**config.mk**
```make
export PLATFORM = sky130hd
export DESIGN_NAME = nand_phy_async_seq
export DESIGN_NICKNAME = d
export VERILOG_FILES = /design/src/rtl/nand_phy_async_seq.sv
export SDC_FILE = /design/constraint.sdc
export NUM_CORES = 1
export LEC_CHECK = 0
export CAP_MARGIN = 20
export CORE_MARGIN = 5
export CORE_UTILIZATION = 48
export DETAILED_ROUTE_END_ITERATION = 8
export HOLD_SLACK_MARGIN = 0.03
export PLACE_DENSITY = 0.76
export SYNTH_ARGS = -nofsm -noshare
export SYNTH_HDL_FRONTEND = slang
export SYNTH_SLANG_ARGS = --single-unit
export TNS_END_PERCENT = 30
```
**constraint.sdc**
```tcl
create_clock -name clk0 -period 2.67 [get_ports clk0]
set_input_delay 0.4005 -clock clk0 [delete_from_list [all_inputs] [get_ports clk0]]
set_output_delay 0.4005 -clock clk0 [all_outputs]
set_load 0.02 [all_outputs]
```
**src/rtl/nand_phy_async_seq.sv**
```systemverilog
// Asynchronous SDR NAND latch-cycle sequencer: turns CMD/ADDR/DATA requests
// into timed CE#/CLE/ALE/WE#/DQ waveforms driven to the pin IOBs.
module nand_phy_async_seq #(
  parameter int DQ_WIDTH  = 8,
  parameter int NUM_CE    = 8,
  parameter int CE_SEL_W  = 3,
  parameter int T_CS      = 2,
  parameter int T_SETUP   = 1,
  parameter int T_WP      = 2,
  parameter int T_WH      = 2,
  parameter int T_CE_IDLE = 3
) (
  input  logic                clk0,
  input  logic                rst0,
  input  logic                req_valid,
  output logic                req_ready,
  input  logic [1:0]          req_type,
  input  logic [DQ_WIDTH-1:0] req_data,
  input  logic [CE_SEL_W-1:0] req_ce,
  input  logic                req_last,
  output logic                cle,
  output logic                ale,
  output logic                wrn,
  output logic [NUM_CE-1:0]   cen,
  output logic [DQ_WIDTH-1:0] dq_out,
  output logic                dq_oe_n,
  output logic                busy,
  output logic                err
);

  typedef enum logic [2:0] {
    IDLE, CE_SETUP, SETUP, WE_LOW,
    WE_HIGH, HOLD_CE, CE_RELEASE, CE_SWITCH
  } state_t;

  localparam logic [7:0] C_CS   = 8'(T_CS - 1);
  localparam logic [7:0] C_SU   = 8'(T_SETUP - 1);
  localparam logic [7:0] C_WP   = 8'(T_WP - 1);
  localparam logic [7:0] C_WH   = 8'(T_WH - 1);
  localparam logic [7:0] C_IDLE = 8'(T_CE_IDLE - 1);

  state_t                state_q, state_d;
  logic [7:0]            cnt_q, cnt_d;
  logic [1:0]            type_q, type_d;
  logic [DQ_WIDTH-1:0]   data_q, data_d;
  logic [CE_SEL_W-1:0]   ce_q, ce_d;
  logic                  last_q, last_d;
  logic                  cle_d, ale_d, wrn_d;
  logic                  oe_n_d, busy_d, err_d, ready_d;
  logic [NUM_CE-1:0]     cen_d;
  logic [DQ_WIDTH-1:0]   dq_d;
  logic                  accept, illegal, expired;
  logic                  sel, drive;

  always_comb begin
    accept  = req_valid & req_ready;
    illegal = (req_type == 2'b11) ||
              ({1'b0, req_ce} >= (CE_SEL_W+1)'(NUM_CE));
    expired = (cnt_q == 8'd0);
    state_d = state_q;
    cnt_d   = cnt_q;
    type_d  = type_q;
    data_d  = data_q;
    ce_d    = ce_q;
    last_d  = last_q;
    err_d   = accept & illegal;
    if (accept && !illegal) begin
      type_d = req_type;
      data_d = req_data;
      ce_d   = req_ce;
      last_d = req_last;
    end
    unique case (state_q)
      IDLE: begin
        if (accept && !illegal) begin
          state_d = CE_SETUP;
          cnt_d   = C_CS;
        end
      end
      CE_SETUP: begin
        if (expired) begin
          state_d = SETUP;
          cnt_d   = C_SU;
        end else cnt_d = cnt_q - 8'd1;
      end
      SETUP: begin
        if (expired) begin
          state_d = WE_LOW;
          cnt_d   = C_WP;
        end else cnt_d = cnt_q - 8'd1;
      end
      WE_LOW: begin
        if (expired) begin
          state_d = WE_HIGH;
          cnt_d   = C_WH;
        end else cnt_d = cnt_q - 8'd1;
      end
      WE_HIGH: begin
        if (expired) begin
          state_d = last_q ? CE_RELEASE : HOLD_CE;
          cnt_d   = C_IDLE;
        end else cnt_d = cnt_q - 8'd1;
      end
      HOLD_CE: begin
        // Same CE skips the chip-select setup; a new CE must idle first
        if (accept && !illegal) begin
          if (req_ce == ce_q) begin
            state_d = SETUP;
            cnt_d   = C_SU;
          end else begin
            state_d = CE_SWITCH;
            cnt_d   = C_IDLE;
          end
        end
      end
      CE_RELEASE: begin
        if (expired) state_d = IDLE;
        else cnt_d = cnt_q - 8'd1;
      end
      CE_SWITCH: begin
        if (expired) begin
          state_d = CE_SETUP;
          cnt_d   = C_CS;
        end else cnt_d = cnt_q - 8'd1;
      end
      default: state_d = IDLE;
    endcase

    // Pin values follow the next state so every output is a flop
    sel   = (state_d == CE_SETUP) || (state_d == SETUP) ||
            (state_d == WE_LOW) || (state_d == WE_HIGH) ||
            (state_d == HOLD_CE);
    drive = (state_d == SETUP) || (state_d == WE_LOW) ||
            (state_d == WE_HIGH);
    cen_d = '1;
    if (sel) begin
      for (int i = 0; i < NUM_CE; i++) begin
        if (ce_d == CE_SEL_W'(i)) cen_d[i] = 1'b0;
      end
    end
    cle_d   = drive && (type_d == 2'b00);
    ale_d   = drive && (type_d == 2'b01);
    wrn_d   = (state_d != WE_LOW);
    oe_n_d  = !drive;
    dq_d    = drive ? data_d : dq_out;
    ready_d = (state_d == IDLE) || (state_d == HOLD_CE);
    busy_d  = (state_d != IDLE);
  end

  always_ff @(posedge clk0 or posedge rst0) begin
    if (rst0) begin
      state_q   <= IDLE;
      cnt_q     <= 8'd0;
      type_q    <= 2'b00;
      data_q    <= '0;
      ce_q      <= '0;
      last_q    <= 1'b0;
      cle       <= 1'b0;
      ale       <= 1'b0;
      wrn       <= 1'b1;
      cen       <= '1;
      dq_out    <= '0;
      dq_oe_n   <= 1'b1;
      busy      <= 1'b0;
      err       <= 1'b0;
      req_ready <= 1'b1;
    end else begin
      state_q   <= state_d;
      cnt_q     <= cnt_d;
      type_q    <= type_d;
      data_q    <= data_d;
      ce_q      <= ce_d;
      last_q    <= last_d;
      cle       <= cle_d;
      ale       <= ale_d;
      wrn       <= wrn_d;
      cen       <= cen_d;
      dq_out    <= dq_d;
      dq_oe_n   <= oe_n_d;
      busy      <= busy_d;
      err       <= err_d;
      req_ready <= ready_d;
    end
  end

endmodule

```
==> results of run 1 <==
## through the flow
step	std cells	util, %	hold WS (ns)	cell area (µm²)
after floorplan	252	-	0.466	2500
after global placement	365	60.2	0.494	3060
after detailed placement	365	60.2	0.498	3060
after CTS	373	62.5	0.519	3170
after global routing	374	62.9	0.536	3190
final	374	62.9	0.513	3190
## power by group through the flow
stage	logic (mW)	clock network (mW)	registers (mW)
CTS	2.11	0.534	1.32
global placement	2.06	0	1.33
floorplan	1.27	0	1.43
detailed placement	2.09	0	1.34
global route	2.35	0.560	1.38
finish	2.13	0.523	1.33
## worst paths after layout
check,cells after the start,to,from
max reg2reg,8,dq_out[3],cnt_q[0]
min in group asynchronous,2,ce_q[1],rst0
min,1,data_q[2],data_q[2]
min reg2reg,1,data_q[2],data_q[2]
max,8,dq_out[3],cnt_q[0]
max in group asynchronous,3,dq_out[0],rst0
## sequential cells by signal, summed over array words and instances (netlist names), 2 cells and up
| signal | flops |
|---|---|
| type_q | 2 |
| state_q | 3 |
| ce_q | 3 |
| data_q | 8 |
| dq_out | 8 |
| cen | 8 |
| cnt_q | 8 |
## Yosys cell counts, types with 8 or more instances
| cell | count | area [µm²] |
|---|---|---|
| o31ai_1 | 12 | 90.1 |
| inv_1 | 10 | 37.5 |
| nor3_1 | 14 | 70.1 |
| mux2i_1 | 12 | 120 |
| dfstp_2 | 11 | 289 |
| a31oi_1 | 10 | 62.6 |
| o21bai_1 | 8 | 60.1 |
| nor2_1 | 16 | 60.1 |
| clkbuf_1 | 10 | 37.5 |
| mux2_2 | 9 | 101 |
| dfrtp_1 | 37 | 926 |
| nand2_1 | 14 | 52.6 |
| o21ai_0 | 11 | 55.1 |
## timing repair
item	CTS	global route
gates resized for setup	1	4
endpoints found under the setup margin	9	21
pin swaps	1	0
setup buffers	0	1
## kinds of logic (layout without fill, tap and decap cells)
| logic type | count (synthesis) | in the layout |
|---|---|---|
| AND/OR/NAND/NOR | 78 | 78 |
| multiplexers | 21 | 21 |
| flip-flops | 48 | 48 |
| XOR/XNOR | 6 | 6 |
| AO/OA/AOI/OAI | 72 | 72 |
| adder cells (fa/ha/maj) | 1 | 1 |
| buffers and inverters | 26 | 78 |
## per-layer routing
| layer | GRT usage, % | share of wire [%] |
|---|---|---|
| met4 | 5.81 | 1.1 |
| met5 | 0 | 0 |
| met1 | 25.2 | 46 |
| met3 | 3.47 | 3.7 |
| met2 | 30.9 | 49 |
## final cells by class
class	instances	area (µm²)
inverter	11	41.3
clock inverter	2	35.0
timing repair buffer	59	541
fill	428	1880
clock buffer	6	72.6
tap	70	87.6
sequential	48	1210
multi-input combinational	178	1200
==> results.py, run 1 <==
metrics = {
    "logic_synthesis": {
        "synthMuxAreaShare_pct": 8.85,
        "ys_types": 52,
        "yosys_most_used_dff": "dfrtp_1",
        "synth_edf_count": 0,
        "synth-simple-area-share_pct": 16.3,
        "synth_seq_cells": 48,
        "yosys.area_share.adder_pct": 0.500,
        "avgSynthCellArea_um2": 9.94,
        "syn_area_um2": 2500,
        "synth_xor_area_share_pct": 2.10,
        "yosys_warnings": 0,
        "async_reset_ff_share_pct": 100,
        "synth_compound_area_share_pct": 19.3,
        "syn_inst": 252,
        "seq_area_frac_synth_pct": 48.5,
        "synth_top_family_by_area": "compound AO/OA/AOI/OAI gates",
        "synth_nets": 270,
    },
    "pwr": {
        "p_switching_mw": 1.63,
        "p_leak_nw": 1.38,
        "max-vdd-ir-drop_mv": 0.692,
        "power_density_nw_per_um2": 1250,
        "intPower_mw": 2.35,
        "clkPwrFrac_pct": 13.2,
        "p_sw_share_pct": 40.9,
        "totalPowerFinal_mw": 3.98,
        "combPwrFrac_pct": 53.5,
        "p_seq_share_pct": 33.3,
    },
    "outcome": {
        "outcome": "completed",
    },
    "worst_setup_path": {
        "crit_type": "flop to flop",
        "crit_path_max_fanout": 4,
        "max_stage_delay_ns": 0.52,
        "path_cells": "inv_1 -> ha_1 -> or3b_4 -> nor3_2 -> a2111oi_2 -> or3_1 -> or4_1 -> o311ai_1",
        "end_kind": "flop",
        "rrSetupSlack_ns": 0.17,
        "crit_slowest_cell": "or4_1",
        "cp.arrival_ns": 2.70,
        "start_kind": "flop",
        "cp_num_buf_inv": 1,
        "critPathTopFamily": "simple AND/OR/NAND/NOR gates",
        "required_ns": 2.87,
    },
    "sta": {
        "setup_ws_ns": 0.169,
        "report.final.hold_viol_count": 0,
        "final.setup.tns_ns": 0,
        "max_freq_ghz": 0.400,
        "fin_crit_sh_pct": 93.7,
        "rsz0062_at_grt": "no",
        "setup_viol": 0,
        "min_period_ns": 2.50,
        "max_slew.worst_pin.slew_ns": 0.803,
        "fin_skew_ns": 0.0113,
        "slew_violations": 0,
        "slew_headroom_pct": 46.4,
    },
    "drt": {
        "ant_nets": 0,
        "via_per_inst": 5.67,
        "post_drt_wl_per_cell_um": 15.5,
        "vias": 2120,
        "drtIter0Drc": 175,
        "drc": 0,
        "drt_pass1_iterations": 4,
        "postRouteWirelength_um": 5780,
    },
    "layout": {
        "area_delta_synth_final_pct": 27.4,
        "diodes": 0,
        "nNetsFinal": 321,
        "final_common_cell": "clkdlybuf4s50_1",
        "final_layout_size_suffix_gt1_share_pct": 18.8,
        "final_cell_mix": "clkdlybuf4s50_1, dfrtp_1, buf_4",
    },
    "die": {
        "initial_core_util_pct": 49.3,
        "fp.dieW_um": 82.2,
        "die_h_um": 82.2,
        "ios": 40,
        "die-area_um2": 6760,
        "core-area_um2": 5070,
        "rows": 26,
    },
    "placement": {
        "place_ws_ns": -0.0378,
        "dp_hpwl_um": 4180,
        "place_congestion": 0.870,
        "io_buffers": 39,
    },
    "grt": {
        "grt_pass1_wl_um": 10000,
        "grt_max_degree": 41,
        "gr-total-overflow": 0,
        "antenna_found_initial": 0,
        "track_usage_pct": 18.8,
        "grt_pass1_vias": 2158,
    },
    "worst_hold_path": {
        "min_path_type": "flop to flop",
    },
    "clocking": {
        "htreeDepth": 2,
        "clk_latency_ns": 0.31,
        "cts_buffers": 5,
        "clock_sinks": 48,
        "clk_pin_slew_ns": 0.09,
        "cts_buffer_depth": 2,
        "cts_tree": "yes",
        "root_buffer": "clkbuf_8",
        "hold_buffers": 0,
    },
    "job": {
        "maxCapViolCount": 0,
    },
}
(Power assumes the default switching activity.)
==> run 2: changes to the inputs <==
--- a/config.mk
+++ b/config.mk
@@ -8,7 +8,9 @@
 export CAP_MARGIN = 20
 export CORE_MARGIN = 5
 export CORE_UTILIZATION = 48
+export CTS_CLUSTER_DIAMETER = 100
 export DETAILED_ROUTE_END_ITERATION = 8
+export GPL_ROUTABILITY_DRIVEN = 0
 export HOLD_SLACK_MARGIN = 0.03
 export PLACE_DENSITY = 0.76
 export SYNTH_ARGS = -nofsm -noshare
==> results of run 2 <==
Same layout as run 1: the final DEF is identical, and so are final timing and power.
==> run 3: changes to the inputs <==
--- a/config.mk
+++ b/config.mk
@@ -16,4 +16,4 @@
 export SYNTH_ARGS = -nofsm -noshare
 export SYNTH_HDL_FRONTEND = slang
 export SYNTH_SLANG_ARGS = --single-unit
-export TNS_END_PERCENT = 30
+export TNS_END_PERCENT = 50
==> results of run 3 <==
Same layout as run 1: the final DEF is identical, and so are final timing and power.
